<file path="config.mk">
export PLATFORM = sky130hd
export DESIGN_NAME = sum_accumulator
export DESIGN_NICKNAME = d
export VERILOG_FILES = /design/src/rtl/sum_acc_pkg.sv /design/src/rtl/acc_add_sat.sv /design/src/rtl/sum_accumulator.sv
export SDC_FILE = /design/constraint.sdc
export NUM_CORES = 1
export LEC_CHECK = 0
export BUFFER_PORTS_ARGS = -buffer_cell sky130_fd_sc_hd__buf_2
export CORE_AREA = 2 2 52 54
export DETAILED_ROUTE_END_ITERATION = 8
export DIE_AREA = 0 0 54 56
export HOLD_SLACK_MARGIN = 0.1
export PLACE_DENSITY = 0.77
export SETUP_SLACK_MARGIN = 0.2
export SYNTH_ARGS = -nofsm -noshare
export SYNTH_HDL_FRONTEND = slang
export SYNTH_SLANG_ARGS = --single-unit
</file>
<file path="constraint.sdc">
create_clock -name clk -period 6.2 [get_ports clk]
set_input_delay 1.24 -clock clk [delete_from_list [all_inputs] [get_ports clk]]
set_output_delay 1.24 -clock clk [all_outputs]
set_load 0.02 [all_outputs]
</file>
<file path="src/rtl/sum_acc_pkg.sv">
// Shared types, default widths and helpers for the sum accumulator.
package sum_acc_pkg;

   localparam int unsigned DEF_IN_W  = 5;
   localparam int unsigned DEF_ACC_W = 8;

   typedef enum logic [1:0] {
      IDLE  = 2'd0,
      ACCUM = 2'd1,
      DONE  = 2'd2
   } state_t;

   // Counter must hold the value NUM_SAMPLES itself.
   function automatic int unsigned cnt_w(input int unsigned num_samples);
      return $clog2(num_samples + 1);
   endfunction

endpackage

</file>
<file path="src/rtl/acc_add_sat.sv">
// Combinational accumulate step with carry detect.
// With SUM_ACC_SATURATE_EN defined the result clamps to all-ones on carry.
module acc_add_sat
   import sum_acc_pkg::*;
#(
   parameter int unsigned ACC_W = DEF_ACC_W
) (
   input  logic [ACC_W-1:0] acc,
   input  logic [ACC_W-1:0] addend,
   output logic [ACC_W-1:0] next_acc,
   output logic             carry
);

   logic [ACC_W:0] sum_w;

   always_comb begin
      sum_w = {1'b0, acc} + {1'b0, addend};
      carry = sum_w[ACC_W];
`ifdef SUM_ACC_SATURATE_EN
      next_acc = carry ? '1 : sum_w[ACC_W-1:0];
`else
      next_acc = sum_w[ACC_W-1:0];
`endif
   end

endmodule

</file>
<file path="src/rtl/sum_accumulator.sv">
// Accumulates NUM_SAMPLES adder sums per frame and presents the total with a sticky overflow.
// Optional build macro: SUM_ACC_SATURATE_EN (clamp instead of wrap, in acc_add_sat).
module sum_accumulator
   import sum_acc_pkg::*;
#(
   parameter int unsigned IN_W        = DEF_IN_W,
   parameter int unsigned ACC_W       = DEF_ACC_W,
   parameter int unsigned NUM_SAMPLES = 4
) (
   input  logic             clk,
   input  logic             rst_n,
   input  logic             clear,
   input  logic [IN_W-1:0]  in_sum,
   input  logic             in_valid,
   output logic             in_ready,
   output logic [ACC_W-1:0] out_sum,
   output logic             out_ovf,
   output logic             out_valid,
   input  logic             out_ready
);

   localparam int unsigned CNT_W = cnt_w(NUM_SAMPLES);

   state_t             state, state_nx;
   logic [ACC_W-1:0]   acc, acc_nx;
   logic [CNT_W-1:0]   cnt, cnt_nx;
   logic               ovf, ovf_nx;
   logic [ACC_W-1:0]   out_sum_nx;
   logic               out_ovf_nx, out_valid_nx;
   logic [ACC_W-1:0]   add_acc;
   logic               add_carry;
   logic               xfer;

   assign in_ready = (state != DONE);
   assign xfer     = in_valid & in_ready;

   acc_add_sat #(.ACC_W(ACC_W)) u_add (
      .acc      (acc),
      .addend   (ACC_W'(in_sum)),
      .next_acc (add_acc),
      .carry    (add_carry)
   );

   always_ff @(posedge clk or negedge rst_n) begin
      if (!rst_n) begin
         state     <= IDLE;
         acc       <= '0;
         cnt       <= '0;
         ovf       <= 1'b0;
         out_sum   <= '0;
         out_ovf   <= 1'b0;
         out_valid <= 1'b0;
      end else begin
         state     <= state_nx;
         acc       <= acc_nx;
         cnt       <= cnt_nx;
         ovf       <= ovf_nx;
         out_sum   <= out_sum_nx;
         out_ovf   <= out_ovf_nx;
         out_valid <= out_valid_nx;
      end
   end

   // Next state; result registers are loaded on entry to DONE and zero elsewhere.
   always_comb begin
      state_nx     = state;
      acc_nx       = acc;
      cnt_nx       = cnt;
      ovf_nx       = ovf;
      out_sum_nx   = '0;
      out_ovf_nx   = 1'b0;
      out_valid_nx = 1'b0;

      if (clear) begin
         state_nx = IDLE;
         acc_nx   = '0;
         cnt_nx   = '0;
         ovf_nx   = 1'b0;
      end else begin
         case (state)
            IDLE: begin
               if (xfer) begin
                  acc_nx   = ACC_W'(in_sum);
                  cnt_nx   = CNT_W'(1);
                  ovf_nx   = 1'b0;
                  state_nx = ACCUM;
               end
            end
            ACCUM: begin
               if (xfer) begin
                  acc_nx = add_acc;
                  cnt_nx = cnt + CNT_W'(1);
                  ovf_nx = ovf | add_carry;
                  if (cnt == CNT_W'(NUM_SAMPLES - 1)) begin
                     state_nx     = DONE;
                     out_valid_nx = 1'b1;
                     out_sum_nx   = add_acc;
                     out_ovf_nx   = ovf | add_carry;
                  end
               end
            end
            DONE: begin
               if (out_ready) begin
                  state_nx = IDLE;
                  acc_nx   = '0;
                  cnt_nx   = '0;
                  ovf_nx   = 1'b0;
               end else begin
                  out_valid_nx = 1'b1;
                  out_sum_nx   = out_sum;
                  out_ovf_nx   = out_ovf;
               end
            end
            default: begin
               state_nx = IDLE;
            end
         endcase
      end
   end

endmodule

</file>
==> summary by stage <==
Status
The flow ran to the end, and the final reports show no timing, DRC or antenna violations.

Clock network
The number of cells upsized or downsized after cts is 0. Clock tree synthesis inserted a total of 3 buffers. The number of buffers inserted to repair setup after CTS is 0. The number of sinks on the clock net is 24.

The buffer levels on the longest clock path is 2. Clock-pin slew was measured on the worst setup and hold paths at 0.14 ns. The post-cts hold buffer count is 0. The level count of the clock H-tree is 1. The buffer cell driving the clock tree root is clkbuf_4. The TritonCTS clock tree is done. The source-to-sink clock delay at the later pin of the worst-skew pair is 0.33 ns.

Power
Sequential cells burn 35.6% of the power. The switching power total is 0.211 mW. The power density over cell area is approximately 350 nW/um2. Summed over all cells, the static leakage comes to roughly 0.79 nW. The total internal power is 0.341 mW.

The switching power as a share of total power is about two fifths. The worst-case IR drop observed on VDD is approximately 260 uV. The completed layout was analyzed and its total power is 0.552 mW. The clock network burns a little over a fifth of the power. The combinational fraction of design power is a little over two fifths.

Timing
Adding up every negative setup slack in the final design gives 0 ns. For the pin with the worst max-slew slack, the measured transition is approximately 1.1 ns. In this run the tightest slew margin relative to its limit is approximately a quarter. The final critical delay including setup and external delays is 2.96 ns.

Setup repair after global routing left no endpoint under its margin. The post-route worst hold slack is roughly 0.49 ns. Based on the critical path, the design can be clocked at up to roughly 340 MHz. The number of endpoints with negative hold slack in the final report is 0. The post-route clock period utilization is between 40% and 50%. The minimum setup slack in the final design is 3.24 ns. Setup violations remaining at the end of the flow were counted as 0. The final max-slew violation count came to 0.

Across the routed clock network, the largest skew measured is roughly 0.0018 ns.

Critical path
STA classifies the critical path startpoint as an input pin. Among cell families on the critical path, the largest total delay comes from compound AO/OA/AOI/OAI gates. The register-to-register setup slack is about 3.8 ns. The classification of the worst setup path is input pin to register. The critical register-to-register path endpoint is acc[1]. The maximum fanout encountered on the critical timing path is 3. In this run the critical register-to-register path is launched from state[1]. At the worst endpoint, the required time is 6.44 ns.

The worst setup path is captured at a register. The logic depth of the worst path, buffers included is 8. Counting both buffers and inverters, the worst setup path holds a total of 1. Walking the worst path, the cells encountered are buf_2, ha_1, fa_1, a211oi_1, nor2_1, o21ai_0, mux2_2, a22o_1. The stage delay of the slowest cell on the critical path is 0.43 ns. The data arrival time of the critical path is 3.20 ns.

The largest individual stage delay along the critical path comes from the cell fa_1. The critical path starts at in_sum[0]. The endpoint of the most critical setup path is acc[6]. The number of cells on the worst reg-to-reg path is 7.

Global route
Summed over all layers, the global routing overflow is 0. The number of antenna violations at the first check in global routing is 0. For this run, the total global-route usage over all layers was measured as a little over a fifth.

The number of global-route vias before repair is between 1000 and 1500. The first global-routing pass estimated a little under 5000 um of wire. The pin count of the biggest net entering global routing is 25.

Placement
Buffers placed on the I/O ports in this run total 20. The routability-driven placement congestion ratio is between 0.7 and 0.8. The sum of net half-perimeters after detailed placement is a little over 2000 um. The minimum setup slack after placement is 2.88 ns.

Detailed routing
The number of vias per cell is a little under 6. Summing over every cut layer, the via total after detailed routing is roughly 1100. After detailed routing, the average wire length per cell comes to between 10 and 15 um.

The final antenna-violating net count is 0. The number of DRC markers after the initial detailed-route iteration is 25. The number of search-and-repair iterations in the first detailed-routing pass is 4. For this run, design rule violations remaining after detail routing come to 0. For this block, the routed nets add up to roughly 2700 um of wire.

Synthesis
The synthesized netlist cell count is around 140. The average instance area after synthesis is 10.2 um2. After synthesis, flip-flops and latches occupy between 40% and 50% of the total area. Counting flops with a built-in enable in the synthesized netlist gives 0. The number of nets handed over by synthesis was roughly 160. Among all cell types in the netlist, the one instantiated most often is dfrtp_1. The number of synthesized register bits is 24. Yosys attributes the largest share of cell area to dfrtp_1 (43%), ha_1 (9.8%), o21ai_0 (5.0%). The share of async-settable or async-resettable flops after synthesis is 100%. Summed over all instances, the cell type with the most area after synthesis is dfrtp_1. The synthesized netlist occupies a cell area of around 1400 um2. The distinct cell type count of the synthesized netlist is 40. The fraction of synthesized cell area taken by the top area cell type is a little over two fifths. The primary flip-flop cell chosen by synthesis mapping is dfrtp_1. By count the netlist is led by dfrtp_1 (24), o21ai_0 (14), ha_1 (11), nand2_1 (11), inv_1 (9). The Yosys step of the flow raised 0 warnings.

Floorplan
The overall die area is about 3000 um2. The height of the die is 56 um. Row generation in the floorplan step produced 18 rows.

The region available for standard cell placement spans 2430 um2. The floorplan die width is approximately 54 um. The initial utilization of the core area, before any placement, comes to between 50% and 60%. The I/O pin count is 21.

Flow run
The number of max-cap violations is 0.

Finish
Of the cells placed in the final design, the portion with a size suffix greater than 1 is around 18%. The filler cells instantiated in the layout total 213. The area growth from synthesis to layout is 11.6%. In the final layout, the multi-input gates occupy approximately 740 um2.

The net count of the finished layout is 180. The antenna diode count is 0. In the final layout, flip-flops and latches occupy 601 um2.

Min path
In this run the worst hold path is classified as register to register.
==> worst register-to-register path: cells and delay by family, from the launching register on <==
kind	cells	cell delay [ns]
and+or+nand+nor	2	0.47
buffers and inverters	2	0.19
adders and majority gates	1	0.33
AOI/OAI and AO/OA	2	0.89
DFF	1	0.41
==> worst min-delay path by stage <==
stage            endpoint        from  slack [ns]  cells past startpoint
6_report       out_sum[5]  out_sum[5]        0.49                      2
5_1_grt               ovf         ovf        0.52                      1
4_1_cts        out_sum[5]  out_sum[5]        0.50                      2
3_5_place_dp   out_sum[5]  out_sum[5]        0.47                      2
3_3_place_gp      out_ovf     out_ovf        0.45                      2
2_1_floorplan      cnt[2]      cnt[2]        0.45                      2
==> layout by cell type (no fill, tap or decap), types with 4 or more instances in the layout <==
cell type / instances
dfrtp_1: 24
nand2_1: 11
nor2b_1: 5
a22o_1: 7
inv_1: 9
nor2_1: 4
xor2_1: 4
a21oi_1: 5
o21ai_0: 14
buf_2: 20
ha_1: 11
==> per-stage QoR <==
| step | instance area, um2 | utilization (%) | std cells |
|---|---|---|---|
| finish | 1560 | 64.1 | 187 |
| global route | 1560 | 64.1 | 187 |
| CTS | 1560 | 64.1 | 187 |
| detailed placement | 1510 | 62.0 | 183 |
| global placement | 1510 | 62.0 | 183 |
| floorplan | 1400 | - | 137 |
==> state kept, by name, indices dropped and copies added (netlist names) <==
signal,cells
out_sum,8
out_ovf,1
acc,8
out_valid,1
cnt,3
state,2
ovf,1
==> routing by layer <==
layer	global-route usage, %	wire length [um]
met1	29.9	1410
met5	0	0
met2	31.2	1200
met3	5.91	97
met4	7.86	40
==> cell families (layout without fill, tap and decap cells) <==
kind of cell               Yosys count  count (layout)  synth area share (%)
AOI/OAI and AO/OA                   44              44                  22.1
xor gates and xnor gates             5               5                  3.13
adders and majority gates           12              12                  11.3
buffers and inverters               13              33                  4.39
DFF                                 24              24                  43.0
muxes                                4               4                  2.95
and+or+nand+nor                     35              35                  13.2
==> power by group through the flow <==
| stage | Combinational, mW | Clock [mW] | Sequential [mW] |
|---|---|---|---|
| after floorplan | 0.190 | 0 | 0.195 |
| after global placement | 0.225 | 0 | 0.198 |
| after detailed placement | 0.233 | 0 | 0.200 |
| after CTS | 0.237 | 0.119 | 0.196 |
| after global routing | 0.268 | 0.125 | 0.199 |
| final | 0.238 | 0.117 | 0.197 |
==> final cells by class <==
| class | instances | area share [%] |
|---|---|---|
| Multi-Input combinational cell | 100 | 47.2 |
| Clock buffer | 3 | 1.44 |
| Sequential cell | 24 | 38.5 |
| Inverter | 9 | 2.17 |
| Clock inverter | 1 | 1.92 |
| Timing Repair Buffer | 20 | 6.42 |
| Tap cell | 30 | 2.41 |
Power figures use the tool's default switching activity.
